$ cat config.mk
export PLATFORM = sky130hd
export DESIGN_NAME = tail_light_sched
export DESIGN_NICKNAME = d
export VERILOG_FILES = /design/src/rtl/tail_light_sched.sv
export SDC_FILE = /design/constraint.sdc
export NUM_CORES = 1
export LEC_CHECK = 0
export ABC_CLOCK_PERIOD_IN_PS = 2300
export CAP_MARGIN = 20
export CORE_MARGIN = 10
export CORE_UTILIZATION = 46
export DETAILED_ROUTE_END_ITERATION = 7
export PLACE_DENSITY = 0.76
export SYNTH_ARGS = -nofsm -noshare
export SYNTH_HDL_FRONTEND = slang
export SYNTH_SLANG_ARGS = --single-unit
$ cat constraint.sdc
create_clock -name clk -period 2.3 [get_ports clk]
set_clock_uncertainty 0.15 [all_clocks]
set_input_delay 0.23 -clock clk [delete_from_list [all_inputs] [get_ports clk]]
set_output_delay 0.23 -clock clk [all_outputs]
set_load 0.02 [all_outputs]
$ cat src/rtl/tail_light_sched.sv
// Tail-light sequencer: left/right sweep, hazard blink and brake overlay.
// Lamps decode only registered state, so every input reaches the lamps one edge later.
module tail_light_sched #(
    parameter int unsigned TICK_DIV = 4
) (
    input  logic clk,
    input  logic reset,
    input  logic left,
    input  logic right,
    input  logic hazard,
    input  logic brake,
    output logic la,
    output logic lb,
    output logic lc,
    output logic ra,
    output logic rb,
    output logic rc,
    output logic busy
);

    localparam int unsigned PW = (TICK_DIV > 1) ? $clog2(TICK_DIV) : 1;
    localparam logic [PW-1:0] PRE_MAX = PW'(TICK_DIV - 1);

    typedef enum logic [1:0] {
        StIdle,
        StLeft,
        StRight,
        StHaz
    } state_e;

    state_e          state_q, state_d;
    logic [2:0]      phase_q, phase_d;
    logic [PW-1:0]   pre_q, pre_d;
    logic            brake_q;

    logic            tick;
    logic            haz_req;
    logic            left_req;
    logic            right_req;
    logic            same_req;
    logic [2:0]      lamp_l;
    logic [2:0]      lamp_r;

    assign tick      = (pre_q == PRE_MAX);
    assign haz_req   = hazard | (left & right);
    assign left_req  = left & ~right & ~hazard;
    assign right_req = right & ~left & ~hazard;
    assign same_req  = (state_q == StLeft) ? left_req : right_req;

    always_ff @(posedge clk or negedge reset) begin
        if (!reset) begin
            state_q <= StIdle;
            phase_q <= 3'd1;
            pre_q   <= '0;
            brake_q <= 1'b0;
        end else begin
            state_q <= state_d;
            phase_q <= phase_d;
            pre_q   <= pre_d;
            brake_q <= brake;
        end
    end

    always_comb begin
        state_d = state_q;
        phase_d = phase_q;
        pre_d   = tick ? '0 : pre_q + 1'b1;

        case (state_q)
            StIdle: begin
                pre_d   = '0;
                phase_d = 3'd1;
                if (haz_req) begin
                    state_d = StHaz;
                end else if (left_req) begin
                    state_d = StLeft;
                end else if (right_req) begin
                    state_d = StRight;
                end
            end

            StLeft, StRight: begin
                if (haz_req) begin
                    state_d = StHaz;
                    phase_d = 3'd1;
                    pre_d   = '0;
                end else if (phase_q < 3'd1 || phase_q > 3'd4) begin
                    state_d = StIdle;
                    phase_d = 3'd1;
                    pre_d   = '0;
                end else if (tick) begin
                    if (phase_q != 3'd4) begin
                        phase_d = phase_q + 3'd1;
                    end else if (same_req) begin
                        // Opposite-side request is ignored here; only IDLE picks it up.
                        phase_d = 3'd1;
                    end else begin
                        state_d = StIdle;
                        phase_d = 3'd1;
                        pre_d   = '0;
                    end
                end
            end

            StHaz: begin
                if (phase_q != 3'd1 && phase_q != 3'd2) begin
                    state_d = StIdle;
                    phase_d = 3'd1;
                    pre_d   = '0;
                end else if (tick) begin
                    if (phase_q == 3'd1) begin
                        phase_d = 3'd2;
                    end else if (haz_req) begin
                        phase_d = 3'd1;
                    end else begin
                        state_d = StIdle;
                        phase_d = 3'd1;
                        pre_d   = '0;
                    end
                end
            end

            default: begin
                state_d = StIdle;
                phase_d = 3'd1;
                pre_d   = '0;
            end
        endcase
    end

    // Lamp vectors are ordered {inner, middle, outer}.
    always_comb begin
        lamp_l = 3'b000;
        lamp_r = 3'b000;
        case (state_q)
            StIdle: begin
                if (brake_q) begin
                    lamp_l = 3'b111;
                    lamp_r = 3'b111;
                end
            end
            StLeft: begin
                case (phase_q)
                    3'd1:    lamp_l = 3'b100;
                    3'd2:    lamp_l = 3'b110;
                    3'd3:    lamp_l = 3'b111;
                    default: lamp_l = 3'b000;
                endcase
                if (brake_q) begin
                    lamp_r = 3'b111;
                end
            end
            StRight: begin
                case (phase_q)
                    3'd1:    lamp_r = 3'b100;
                    3'd2:    lamp_r = 3'b110;
                    3'd3:    lamp_r = 3'b111;
                    default: lamp_r = 3'b000;
                endcase
                if (brake_q) begin
                    lamp_l = 3'b111;
                end
            end
            StHaz: begin
                if (phase_q == 3'd1) begin
                    lamp_l = 3'b111;
                    lamp_r = 3'b111;
                end
            end
            default: begin
                lamp_l = 3'b000;
                lamp_r = 3'b000;
            end
        endcase
    end

    assign la   = lamp_l[2];
    assign lb   = lamp_l[1];
    assign lc   = lamp_l[0];
    assign ra   = lamp_r[2];
    assign rb   = lamp_r[1];
    assign rc   = lamp_r[0];
    assign busy = (state_q != StIdle);

endmodule

==> out/results.txt, run 1 <==
GR peak layer = met2
Synth Register Bits = 8
Avg Inst Size Synth = 8.985 sq um
Worst Path Max Fanout = 5
final wirelength = 1.679 mm
die height = 60.27 um
mapped cell area = 745.7 sq um
Clock Latency Late Sink = 0.26 ns
share of flip-flops with an asynchronous set or reset = 100.0%
Post-Synthesis Cells = 83
PD cells = 1442 mW/mm^2
clk slew on worst S/H paths = 0.06 ns
post-synth top area cell = dfrtp_1
synth warn = 0
drt via density = 5.325
Worst EP arrival = 1.85 ns
RSZ-0062 raised after global routing = true
Area after DPL = 949.7 sq um
Initial Util = 48.93%
DP HPWL = 1.369 mm
Placed Cells = 119
grt met2 use = 15.88%
Worst Path Class, Setup = flip-flop to output port
core area = 0.001524 sq mm
Slew Viols, Final = 0
Hold Violations, Final = 0
post-CTS setup buffers = 0
clock tree buffer depth = 2
total grt overflow = 0
Post-Layout Cell Count = 123
most common cell in the synthesized netlist = ha_1
synth unique cells = 32
Layout Utilization = 63.71%
CP Launch Type = flip-flop
vias in the first global route = 637
hold bufs inserted after CTS = 0
Routed Antenna Nets = 0
Pre-antenna DRT Iters = 4
type of the worst min-delay path = input pin to asynchronous set/reset pin
htree depth = 1
layout cells sized above 1 = 26.17%
Synth-to-Final Area Change = 30.20%
Synth Flop Type = dfrtp_1
final clock period utilization by the worst path = 97.09%
peak supply drop = 0.0007013 V
Final Critical Period = 2.233 ns
sequential-to-total area share from yosys stat = 27.01%
EDFF count, synth = 0
DRC = 0
die width = 60.27 um
Die Area = 0.003632 sq mm
Synth top cells by count = ha_1, nand2_1, inv_1, a21oi_1
met3 GRT Util = 2.119%
Static Leak = 0.0004688 uW
met1 usage = 11.15%
CTS Buf Count = 3
GRT Util Overall = 9.572%
Worst slew margin = 75.10%
worst-margin pin slew = 0.3723 ns
setup TNS = 0 ns
first-pass GRT wire length = 2.711 mm
CTS tree = yes
Cell Rows = 14
Initial DRC Count = 9
Worst EP required = 1.92 ns
Max Cap Viol = 0
status = complete, no violations
Final #Nets = 125
# diodes = 0
post-layout total power = 1400 uW
clock sinks = 8
crit end category = output port
fmax = 0.4478 GHz
root buffer cell = clkbuf_4
boundary pin count = 13
setup violators final = 0
post-CTS sizing = 9
DR vias = 655
# fillers = 129
drt wl/cell = 13.65 um
Final GP Congestion = 0.8462
post-synth top area share = 23.49%
final instance area = 970.9 sq um
top post-synthesis cells by area = dfrtp_1, ha_1, a21oi_1, nand2_1, o21ai_0
initial antenna violation count = 0
Net Count, Synth = 100
largest net degree at the start of global routing = 9
port bufs = 12
registers in the layout, indices dropped and copies added (netlist names):
| signal | count |
|---|---|
| phase_q | 3 |
| pre_q | 2 |
| state_q | 2 |
| brake_q | 1 |
path summary, 6_finish.rpt:
check / start / endpoint / slack [ns] / depth (start not counted)
max reg2reg: phase_q[0]$_DFFE_PN1P_ / state_q[1]$_DFFE_PN0P_ / 0.09 / 7
max in group asynchronous: reset / phase_q[0]$_DFFE_PN1P_ / 1.58 / 1
min reg2reg: pre_q[0]$_DFF_PN0_ / pre_q[0]$_DFF_PN0_ / 0.29 / 1
min: reset / brake_q$_DFF_PN0_ / 0.10 / 1
max: phase_q[0]$_DFFE_PN1P_ / la / 0.07 / 8
min in group clk: brake / brake_q$_DFF_PN0_ / 0.27 / 1
power by group:
group / switching, uW / internal [uW] / total (uW) / leakage (uW)
combinational: 580 / 467 / 1050 / 0.000355
clock: 49.8 / 66.5 / 116 / 0.0000150
sequential: 43.3 / 193 / 236 / 0.0000993
total: 673 / 727 / 1400 / 0.000469
critical path, stage by stage, from the launching register on:
cell	delay, ns
dfstp_2	0.56
inv_1	0.07
ha_1	0.22
a21oi_2	0.14
buf_4	0.13
nand2_1	0.05
nand2_1	0.06
o21ai_0	0.07
clkdlybuf4s15_1	0.29
layout make-up:
| cell class | instances | area, sq um | share of cell area (%) |
|---|---|---|---|
| multi-input cells | 65 | 510.5 | 52.58 |
| well taps | 16 | 20.02 | 2.062 |
| clock buffers | 4 | 26.28 | 2.706 |
| inverters | 9 | 33.78 | 3.479 |
| repair buffers | 21 | 177.7 | 18.30 |
| flip-flops and latches | 8 | 202.7 | 20.88 |
layout by cell type (no fill, tap or decap), types with 2 or more instances in the layout:
cell | Yosys | final
nand2_1 | 10 | 10
o21ai_0 | 7 | 7
clkdlybuf4s50_1 | 0 | 6
buf_4 | 0 | 9
dlygate4sd2_1 | 0 | 4
a21oi_2 | 1 | 2
a21oi_1 | 8 | 7
inv_1 | 9 | 9
nor2_1 | 4 | 4
nand3_1 | 2 | 2
mux2i_1 | 2 | 2
dfrtp_1 | 7 | 6
ha_1 | 11 | 11
clkbuf_4 | 0 | 3
routing by layer:
metal,vias to the layer above,routed length [um]
met3,2,83
met4,0,10
met1,301,795
met2,9,790
met5,-,0
li1,343,-
metrics by stage:
stage	hold WS, ns	setup WS, ns
6_report	0.1031	0.06702
5_1_grt	0.1265	-0.05794
4_1_cts	0.1039	0.009963
3_5_place_dp	0.2875	-0.03884
3_3_place_gp	0.2800	0.008392
2_1_floorplan	-0.2156	0.1718
cells by family (layout without fill, tap and decap cells):
logic type	count (synthesis)	in the layout	share of synthesized area, %
fa+ha+maj	11	11	18.46
mux	4	4	6.207
compound gates	25	25	25.00
buf+inv	10	34	5.033
simple gates	25	25	18.29
flops	8	8	27.01
(Power assumes the default switching activity.)
==> inputs of run 2 (changes only) <==
CAP_MARGIN = 25   (was 20)
REMOVE_ABC_BUFFERS = 1   (was default)
==> run 2 against run 1 <==
Sequential power about the same. Critical path depth unchanged. Highest routed layer is now met3. Clock power about the same. Flip-flop and latch count unchanged. Largest cell class unchanged. Cell count unchanged. Wire length increased by 0.36%.
==> out/results.txt, run 2 (synthesis gave the netlist of run 1 again) <==
status = complete, no violations (unchanged)
Int Pwr = 728.0 uW (was 727.0 uW)
PD cells = 1445 mW/mm^2 (was 1442 mW/mm^2)
Largest regs = phase_q: 3 flops, pre_q: 2 flops, state_q: 2 flops (unchanged)
first-pass GRT wire length = 2.835 mm (was 2.711 mm)
Final Critical Period = 2.206 ns (was 2.233 ns)
sw power = 682.1 uW (was 673.4 uW)
met3 GRT Util = 2.754% (was 2.119%)
post-layout total power = 1410 uW (was 1400 uW)
Clock Latency Late Sink = 0.25 ns (was 0.26 ns)
CP Launch Type = flip-flop (unchanged)
root buffer cell = clkbuf_4 (unchanged)
drt wl/cell = 13.70 um (was 13.65 um)
Slew Viols, Final = 0 (unchanged)
Worst Path Max Fanout = 5 (unchanged)
# diodes = 0 (unchanged)
clock tree buffer depth = 2 (unchanged)
Net Sw Frac = 48.37% (was 48.08%)
Cell Rows = 14 (unchanged)
Max Cap Viol = 0 (unchanged)
worst-margin pin slew = 0.3493 ns (was 0.3723 ns)
Comb power frac = 75.1% (was 74.8%)
RSZ-0062 raised after global routing = true (unchanged)
Top reg by flops = phase_q (unchanged)
sequential fraction of design power = 16.9% (about the same)
type of the worst min-delay path = input pin to asynchronous set/reset pin (unchanged)
setup violators final = 0 (unchanged)
largest net degree at the start of global routing = 9 (unchanged)
Worst EP arrival = 1.83 ns (was 1.85 ns)
peak supply drop = 0.0007641 V (was 0.0007013 V)
Area after DPL = 949.7 sq um (unchanged)
final clock period utilization by the worst path = 95.93% (was 97.09%)
Worst Path Class, Setup = flip-flop to output port (unchanged)
grt met2 use = 16.47% (was 15.88%)
drt via density = 5.366 (was 5.325)
Initial Util = 48.93% (unchanged)
die height = 60.27 um (unchanged)
most frequent cells in the layout = nand2_1, ha_1, inv_1, buf_4, a21oi_1 (was ha_1, nand2_1, inv_1, buf_4)
clock sinks = 8 (unchanged)
Final #Nets = 125 (unchanged)
met1 usage = 11.14% (was 11.15%)
Initial DRC Count = 8 (was 9)
Worst slew margin = 76.64% (was 75.10%)
boundary pin count = 13 (unchanged)
power share of the clock group = 8.1% (was 8.3%)
Routed Antenna Nets = 0 (unchanged)
vias in the first global route = 673 (was 637)
Final GP Congestion = 0.8002 (was 0.8462)
GR peak layer = met2 (unchanged)
Static Leak = 0.0004723 uW (was 0.0004688 uW)
initial antenna violation count = 0 (unchanged)
crit end category = output port (unchanged)
GRT Util Overall = 9.992% (was 9.572%)
layout cells sized above 1 = 27.10% (was 26.17%)
CTS tree = yes (unchanged)
core area = 0.001524 sq mm (unchanged)
Synth-to-Final Area Change = 30.87% (was 30.20%)
Worst EP required = 1.92 ns (about the same)
Layout Utilization = 64.04% (was 63.71%)
final instance area = 975.9 sq um (was 970.9 sq um)
DRC = 0 (unchanged)
max reg flops = 3 (unchanged)
htree depth = 1 (unchanged)
total grt overflow = 0 (unchanged)
Pre-antenna DRT Iters = 4 (unchanged)
setup TNS = 0 ns (unchanged)
fmax = 0.4532 GHz (was 0.4478 GHz)
CTS Buf Count = 3 (unchanged)
final wirelength = 1.685 mm (was 1.679 mm)
die width = 60.27 um (unchanged)
port bufs = 12 (unchanged)
Hold Violations, Final = 0 (unchanged)
DP HPWL = 1.433 mm (was 1.369 mm)
hold bufs inserted after CTS = 0 (unchanged)
Die Area = 0.003632 sq mm (unchanged)
clk slew on worst S/H paths = 0.06 ns (about the same)
DR vias = 660 (was 655)
-- run 2: layer usage --
| layer | up-vias | wire (um) |
|---|---|---|
| met5 | - | 0 |
| met4 | 0 | 0 |
| met3 | 0 | 96 |
| met2 | 15 | 856 |
| met1 | 309 | 732 |
| li1 | 336 | - |
-- run 2: timing repair --
item | in CTS | in global routing
pin swaps | 0 | 1
endpoints found under the setup margin | 6 | 7
resized for setup | 8 | 8
buffers inserted | 0 | 0
-- run 2: through the flow --
| step | hold slack (ns) | setup WS, ns | std cells |
|---|---|---|---|
| after floorplan | -0.2156 | 0.1718 | 82 |
| after global placement | 0.2785 | 0.001403 | 119 |
| final | 0.09792 | 0.09358 | 123 |
| after CTS | 0.09758 | 0.01275 | 123 |
| after global routing | 0.1022 | -0.01222 | 123 |
| after detailed placement | 0.2864 | -0.03889 | 119 |
-- run 2: final timing paths --
check / end / startpoint / cells after the start / slack, ns
worst max-delay path: la / phase_q[0]$_DFFE_PN1P_ / 8 / 0.09
worst min-delay path: pre_q[1]$_DFF_PN0_ / reset / 1 / 0.1
worst max register to register: state_q[1]$_DFFE_PN0P_ / phase_q[0]$_DFFE_PN1P_ / 7 / 0.11
worst min register to register: pre_q[0]$_DFF_PN0_ / pre_q[0]$_DFF_PN0_ / 1 / 0.29
max in group asynchronous: phase_q[0]$_DFFE_PN1P_ / reset / 1 / 1.60
min in group clk: brake_q$_DFF_PN0_ / brake / 1 / 0.26
-- run 2: power by group through the flow --
stage | logic (uW) | clock network [uW] | registers (uW)
final | 1060 | 114 | 238
after global routing | 1170 | 128 | 245
after CTS | 1070 | 122 | 237
after detailed placement | 1120 | 0 | 240
after global placement | 1090 | 0 | 234
after floorplan | 726 | 0 | 231
-- run 2: area by class of cell --
type / instances / area, sq um
fillers: 128 / 548.0
repair buffers: 21 / 180.2
flip-flops and latches: 8 / 202.7
clock buffers: 4 / 26.28
multi-input cells: 65 / 513.0
well taps: 16 / 20.02
inverters: 9 / 33.78
-- run 2: worst max-delay path: stages, from the launching register on --
cell,delay [ns]
dfstp_2,0.56
inv_1,0.07
ha_1,0.22
a21oi_2,0.14
buf_4,0.13
nand2_1,0.04
nand2_1,0.06
o21ai_0,0.07
clkdlybuf4s15_1,0.29
